File: config.mk
export PLATFORM = sky130hd
export DESIGN_NAME = hazard_ctrl
export DESIGN_NICKNAME = d
export VERILOG_FILES = /design/src/rtl/hazard_ctrl.sv
export SDC_FILE = /design/constraint.sdc
export NUM_CORES = 1
export LEC_CHECK = 0
export ABC_AREA = 0
export CORE_MARGIN = 5
export CORE_UTILIZATION = 30
export CTS_BUF_LIST = sky130_fd_sc_hd__clkbuf_4
export CTS_CLUSTER_DIAMETER = 30
export DETAILED_ROUTE_END_ITERATION = 6
export PLACE_DENSITY = 0.52
export SYNTH_ARGS = -nofsm -noshare
export SYNTH_HDL_FRONTEND = slang
export SYNTH_SLANG_ARGS = --single-unit
File: constraint.sdc
create_clock -name clk -period 2.8 [get_ports clk]
set_input_delay 0.42 -clock clk [delete_from_list [all_inputs] [get_ports clk]]
set_output_delay 0.42 -clock clk [all_outputs]
set_load 0.05 [all_outputs]
File: src/rtl/hazard_ctrl.sv
`default_nettype none
// ============================================================================
// Module   : hazard_ctrl
// Purpose  : Five-stage MIPS hazard/stall controller. Handles load-use bubbles,
//            branch flushes and memory-wait freezes with a timeout error, and
//            keeps saturating stall and flush statistics.
// Revision : 1.0 - initial release
// ============================================================================
module hazard_ctrl #(
    parameter int TIMEOUT = 16          // legal range 2..255
) (
    input  logic        clk,
    input  logic        rst_n,
    input  logic [4:0]  IFID_Rs,
    input  logic [4:0]  IFID_Rt,
    input  logic        IDEX_MemRead,
    input  logic [4:0]  IDEX_Rt,
    input  logic        EXMEM_Branch,
    input  logic        EXMEM_Zero,
    input  logic        mem_req,
    input  logic        mem_ready,
    output logic        PCWrite,
    output logic        IFIDWrite,
    output logic        IDEX_Bubble,
    output logic        IFID_Flush,
    output logic        IDEX_Flush,
    output logic        EXMEM_Flush,
    output logic        pipe_en,
    output logic        mem_err,
    output logic [15:0] stall_cnt,
    output logic [15:0] flush_cnt
);

    typedef enum logic [1:0] {
        S_RUN      = 2'd0,
        S_MEM_WAIT = 2'd1,
        S_ERROR    = 2'd2
    } state_t;

    localparam logic [7:0]  WCNT_LAST = 8'(TIMEOUT - 1);
    localparam logic [15:0] CNT_MAX   = 16'hFFFF;

    state_t      state_q, state_d;
    logic [7:0]  wcnt_q, wcnt_d;
    logic [15:0] stall_cnt_q, stall_cnt_d;
    logic [15:0] flush_cnt_q, flush_cnt_d;

    logic w_lu;
    logic w_br;
    logic w_mstall;
    logic w_decode;

    logic w_pcwrite;
    logic w_ifidwrite;
    logic w_bubble;
    logic w_flush;
    logic w_pipe_en;
    logic w_err;

    assign w_lu     = IDEX_MemRead && (IDEX_Rt != 5'd0) &&
                      ((IDEX_Rt == IFID_Rs) || (IDEX_Rt == IFID_Rt));
    assign w_br     = EXMEM_Branch & EXMEM_Zero;
    assign w_mstall = mem_req & ~mem_ready;

    // Next-state and Mealy outputs. w_decode marks cycles that behave like
    // an unstalled RUN cycle (normal RUN or the MEM_WAIT release cycle).
    always_comb begin
        state_d     = state_q;
        wcnt_d      = wcnt_q;
        w_decode    = 1'b0;
        w_pcwrite   = 1'b1;
        w_ifidwrite = 1'b1;
        w_bubble    = 1'b0;
        w_flush     = 1'b0;
        w_pipe_en   = 1'b1;
        w_err       = 1'b0;

        case (state_q)
            S_RUN: begin
                if (w_mstall) begin
                    w_pcwrite   = 1'b0;
                    w_ifidwrite = 1'b0;
                    w_pipe_en   = 1'b0;
                    state_d     = S_MEM_WAIT;
                    wcnt_d      = 8'd1;
                end else begin
                    w_decode = 1'b1;
                end
            end
            S_MEM_WAIT: begin
                if (!mem_ready) begin
                    w_pcwrite   = 1'b0;
                    w_ifidwrite = 1'b0;
                    w_pipe_en   = 1'b0;
                    wcnt_d      = wcnt_q + 8'd1;
                    if (wcnt_q == WCNT_LAST) begin
                        state_d = S_ERROR;
                    end
                end else begin
                    w_decode = 1'b1;
                    state_d  = S_RUN;
                    wcnt_d   = 8'd0;
                end
            end
            S_ERROR: begin
                w_pcwrite   = 1'b0;
                w_ifidwrite = 1'b0;
                w_pipe_en   = 1'b0;
                w_err       = 1'b1;
            end
            default: begin
                w_pcwrite   = 1'b0;
                w_ifidwrite = 1'b0;
                w_pipe_en   = 1'b0;
                state_d     = S_RUN;
                wcnt_d      = 8'd0;
            end
        endcase

        // A taken branch discards the decode instruction, so it masks load-use.
        if (w_decode) begin
            if (w_br) begin
                w_flush = 1'b1;
            end else if (w_lu) begin
                w_pcwrite   = 1'b0;
                w_ifidwrite = 1'b0;
                w_bubble    = 1'b1;
            end
        end
    end

    always_comb begin
        stall_cnt_d = stall_cnt_q;
        flush_cnt_d = flush_cnt_q;
        if ((!w_pipe_en || w_bubble) && (stall_cnt_q != CNT_MAX)) begin
            stall_cnt_d = stall_cnt_q + 16'd1;
        end
        if (w_flush && (flush_cnt_q != CNT_MAX)) begin
            flush_cnt_d = flush_cnt_q + 16'd1;
        end
    end

    always_ff @(posedge clk or negedge rst_n) begin
        if (!rst_n) begin
            state_q     <= S_RUN;
            wcnt_q      <= 8'd0;
            stall_cnt_q <= 16'd0;
            flush_cnt_q <= 16'd0;
        end else begin
            state_q     <= state_d;
            wcnt_q      <= wcnt_d;
            stall_cnt_q <= stall_cnt_d;
            flush_cnt_q <= flush_cnt_d;
        end
    end

    // Outputs are held low for as long as reset is asserted.
    assign PCWrite     = rst_n & w_pcwrite;
    assign IFIDWrite   = rst_n & w_ifidwrite;
    assign IDEX_Bubble = rst_n & w_bubble;
    assign IFID_Flush  = rst_n & w_flush;
    assign IDEX_Flush  = rst_n & w_flush;
    assign EXMEM_Flush = rst_n & w_flush;
    assign pipe_en     = rst_n & w_pipe_en;
    assign mem_err     = rst_n & w_err;
    assign stall_cnt   = stall_cnt_q;
    assign flush_cnt   = flush_cnt_q;

endmodule
`default_nettype wire

-- After elaboration in Yosys (flattened, before gate mapping)
Index checks and enable logic that the tools add are counted.
- bits in registers: 42
- bits in latches: 0
- memory bits (writable): 0
- ROM bits: 0
- bits of input ports: 22
- output and inout bits: 40
- logic and storage cells: 55
- memories: 0
- add/sub/neg operators: 3
- multipliers: 0
- div/mod/pow operators: 0
- order comparisons: 0
- eq/ne operators: 9
- shift-type cells: 0
- muxes and demuxes: 19
- bitwise operators: 9
- reductions and logical operators: 11
- operators with widths (kind ; number):
    $add A16 B1 Y16 const B ; 2
    $ne A16 B16 Y1 const B ; 2
    $pmux W8 S3 ; 1
    $mux W8 ; 2
    $mux W1 ; 11
    $eq A5 B5 Y1 ; 2
    $add A8 B1 Y8 const B ; 1
    $eq A8 B4 Y1 const B ; 1
    $and A1 B1 Y1 ; 7
    $mux W2 ; 3
    $pmux W2 S3 ; 1
    $reduce_bool A5 Y1 ; 1
    $logic_and A1 B1 Y1 ; 4
    $ne A3 B3 Y1 const B ; 1
    $reduce_and A3 Y1 ; 1
    $eq A2 B1 Y1 const B ; 1
    $eq A2 B2 Y1 const B ; 1
    $logic_not A2 Y1 ; 1
    $logic_or A1 B1 Y1 ; 2
    $ne A2 B2 Y1 const B ; 1
    $not A1 Y1 ; 2
    $pmux W1 S2 ; 1
    $reduce_and A2 Y1 ; 1
    $logic_not A1 Y1 ; 1

-- Logic depth before layout (Yosys ltp)
- depth in word-level cells: 8
- mapped depth: 7
- gate-level depth less buffers: 6

-- Worst setup path after synthesis
OpenSTA, ideal clock, no wires.
- path kind: input to output
- start: in IDEX_Rt[1]
- end: out PCWrite
- data arrival time: 2251 ps
- required time: 2380 ps
- slack: 129 ps
- cell stages on the path: 5
- path buffers: 1
- path through: or4_1 o211ai_1 nor2_1 nor2_1 buf_4
- word-level cells in the longest chain between the ends: 7
- elaborated cells between the ends (all ways): 10
- those cells by class: eq/ne (2); mux (3); bitwise (1); reduce/logical (4)
- RTL lines (item ; RTL line ; RTL):
    from (decl) ; 17 ; input logic [4:0] IDEX_Rt,
    $eq A5 B5 Y1 or $reduce_bool A5 Y1 (tied branches) ; 61, 60 ;
    $logic_or A1 B1 Y1 or $logic_and A1 B1 Y1 (tied branches) ; 61, 60 ;
    $logic_and A1 B1 Y1 * ; 60 ; assign w_lu = IDEX_MemRead && (IDEX_Rt != 5'd0) &&
    $mux W1 * (3 in series) ; n/a ;
    $and A1 B1 Y1 * ; n/a ;
    to (decl) ; 22 ; output logic PCWrite,
Mark *: on every way between the ends. The rest lies on a longest branch, timed or not.

-- Final worst setup path
- start: in IDEX_Rt[2]
- end: out IFIDWrite
- word-level cells in the longest chain between the ends: 7
- elaborated cells between the ends (all ways): 10
- those cells by class: eq/ne (2); mux (3); bitwise (1); reduce/logical (4)
- RTL lines (item ; RTL line ; RTL):
    $eq A5 B5 Y1 or $reduce_bool A5 Y1 (tied branches) ; 61, 60 ;
    $logic_or A1 B1 Y1 or $logic_and A1 B1 Y1 (tied branches) ; 61, 60 ;
    $logic_and A1 B1 Y1 * ; 60 ;
    $mux W1 * ; 124 ; end else if (w_lu) begin
    $mux W1 * ; 122 ; if (w_br) begin
    $mux W1 * ; 121 ; if (w_decode) begin
    $and A1 B1 Y1 * ; 159 ; assign IFIDWrite = rst_n & w_ifidwrite;
    to (decl) ; 23 ; output logic IFIDWrite,
Marks and branches as above.

==> metrics <==
required time worst endpoint=2.38 ns; Crit Path Category=in2out; highest clock frequency the design can meet=~380 MHz; r2r setup slk=~0.70 ns; utilization after layout=42.6%; clock root buffer master=clkbuf_4; non-filler cells in the finished layout=390; worst reg2reg path endpoint=flush_cnt[12]$_DFFE_PN0P_; total routing usage reported by global routing=12.4%; layout cells sized above 1=8.93%; top-level I/O count=62; CTS H-tree depth=2; number of optimization iterations in the first detailed-route pass=4; Wirelength per Cell=13.5 um; remaining max-slew budget at the tightest pin=58.1%; IR Drop Worst-Case VDD=approximately 0.37 mV; total of warnings raised by yosys=0; number of nets in the layout=315; Post CTS Setup Buffer Count=0; clock buffers created by TritonCTS=5; number of placed cells counting well taps=between 300 and 400; violation count after the first detailed-routing iteration=61; drc violations=0; critical register-to-register path startpoint=flush_cnt[7]$_DFFE_PN0P_; gp weighted congestion=0.777; type of the worst min-delay path=in2async; setup-violating endpoint count in the final report=0; Final Skew=0.0254 ns; average cell area after synthesis=~9.9 sq um; number of synthesized flops with an enable pin=0; vias in the first global route=approximately 1,900; gr ovfl total=0; minimum clock period=2.66 ns; most common flop cell mapped by yosys=dfrtp_1; largest net degree at the start of global routing=40; leading post-synthesis cells by cell area=dfrtp_1, xnor2_1, xor2_1; net count after synthesis=247; Final Hold Slack=~0.48 ns; WP data arrival=2.24 ns; die width=95.8 um; number of clock sinks=42; Resized Gates After CTS=0; RSZ-0062 raised after global routing=no; HPWL Detailed=4000 um; reported leakage power=~1.3 nW; Tcrit/Tclk final=95.0%; Row Count=31; proportion of synthesized chip area in sequential cells=47.6%; element type at the critical path end=primary output; Die Ht=95.8 um; final number of hold-violating endpoints=0; worst reg-to-reg path cell count=5; Cell Area, Synth=2210 sq um; count of pins over their slew limit=0; Antenna diodes=0; vias=roughly 1,900; run status=finished clean; largest buffer count on any clock path=2; kind of start point of the critical path=primary input; clock transition at the registers of the reported paths=0.11 ns; final wirelength=5250 um; antenna violations before repair=0; placeable core region=approximately 7000 sq um; power per cell area=601 nW/um^2; die area=9170 sq um; post-synth cell types=35; cell accounting for the most synthesized area=dfrtp_1; Antenna Violating Nets Remaining=0; area growth from synthesis to layout=39.3%; area fraction of the dominant cell type after synthesis=47.6%; Async SR Flop Fraction=100%; setup total negative slack=0 ns; Worst-Skew Late Latency=between 0.3 and 0.4 ns; Starting Density=30.6%; number of flip-flops and latches in the synthesized netlist=42; number of standard cells after synthesis=222; number of max-cap violations=0; number of hold buffers added after cts=1; Vias per Instance=4.88; transition at the pin with the smallest max-transition slack=0.628 ns; number of input and output port buffers inserted=61; TritonCTS clock tree=done; crit-path max FO=3; first-pass GRT wire length=a little under 9000 um
critical path: stages:
cell	delay, ns
clkdlybuf4s50_1	0.46
or4_1	0.51
o211ai_1	0.26
nor2_1	0.07
nor2_1	0.33
buf_12	0.19
state kept, by name, summed over array words and instances, names as in the netlist:
register	count
flush_cnt	16
stall_cnt	16
wcnt_q	8
state_q	2
routing by layer:
| metal | track usage (%) | up-vias | wire (um) | part of all wire (%) |
|---|---|---|---|---|
| li1 | - | 917 | - | - |
| met1 | 15.6 | 904 | 2360 | 45 |
| met2 | 18.9 | 74 | 2240 | 43 |
| met3 | 5.16 | 9 | 557 | 11 |
| met4 | 4.86 | 0 | 95 | 1.8 |
| met5 | 0 | - | 0 | 0 |
cell usage after synthesis, types with 3 or more instances:
library cell and number:
xnor2_1 19, mux2_1 6, nor2_1 20, dfrtp_1 42, nand2_1 17, xor2_1 16, inv_1 6, buf_4 3
nand4_1 8, ha_1 3, nor3_1 6, and3_1 9, nand3_1 26, o21ai_1 13, nor4_1 3
where the power goes:
group          internal (mW)  switching [mW]
sequential             0.691           0.113
clock                  0.109           0.207
combinational          0.274           0.454
total                   1.07           0.774
cells by family after synthesis:
family          synth area share (%)
buf+inv                         2.61
flops                           47.6
mux                             4.19
fa+ha+maj                       1.70
simple gates                    22.4
xor+xnor                        13.9
compound gates                  7.60
through the flow:
| step | instance area [sq um] | power (mW) | setup WS (ns) |
|---|---|---|---|
| after CTS | 3070 | 1.88 | 0.123 |
| after floorplan | 2210 | 1.26 | 0.129 |
| after detailed placement | 3010 | 1.55 | 0.136 |
| after global placement | 3010 | 1.55 | 0.143 |
| final | 3070 | 1.85 | 0.141 |
| after global routing | 3070 | 1.96 | 0.0179 |
cells in the final DEF, fill, tap and decap left out, types with 3 or more instances in the layout:
cell / count
and3_1: 9
buf_12: 7
buf_4: 6
clkbuf_4: 6
clkdlybuf4s50_1: 52
dfrtp_1: 42
ha_1: 3
inv_1: 6
mux2_1: 6
nand2_1: 17
nand3_1: 26
nand4_1: 8
nor2_1: 20
nor3_1: 6
nor4_1: 3
o21ai_1: 13
xnor2_1: 19
xor2_1: 16
area by class of cell:
type,instances,area [sq um]
Fill cell,744,4140
Multi-Input combinational cell,168,1100
Sequential cell,42,1050
Timing Repair Buffer,67,721
Tap cell,99,124
Clock buffer,6,45.0
Inverter,6,22.5
Clock inverter,2,12.5
worst max-delay path by stage:
stage                     startpoint        end  slack, ns  depth (start not counted)
after floorplan           IDEX_Rt[1]    PCWrite       0.13                          5
after global placement    IDEX_Rt[2]  IFIDWrite       0.14                          6
after detailed placement  IDEX_Rt[2]  IFIDWrite       0.14                          6
after CTS                 IDEX_Rt[2]  IFIDWrite       0.12                          6
after global routing      IDEX_Rt[2]    PCWrite       0.02                          6
final                     IDEX_Rt[2]  IFIDWrite       0.14                          6
Power figures use the tool's default switching activity.
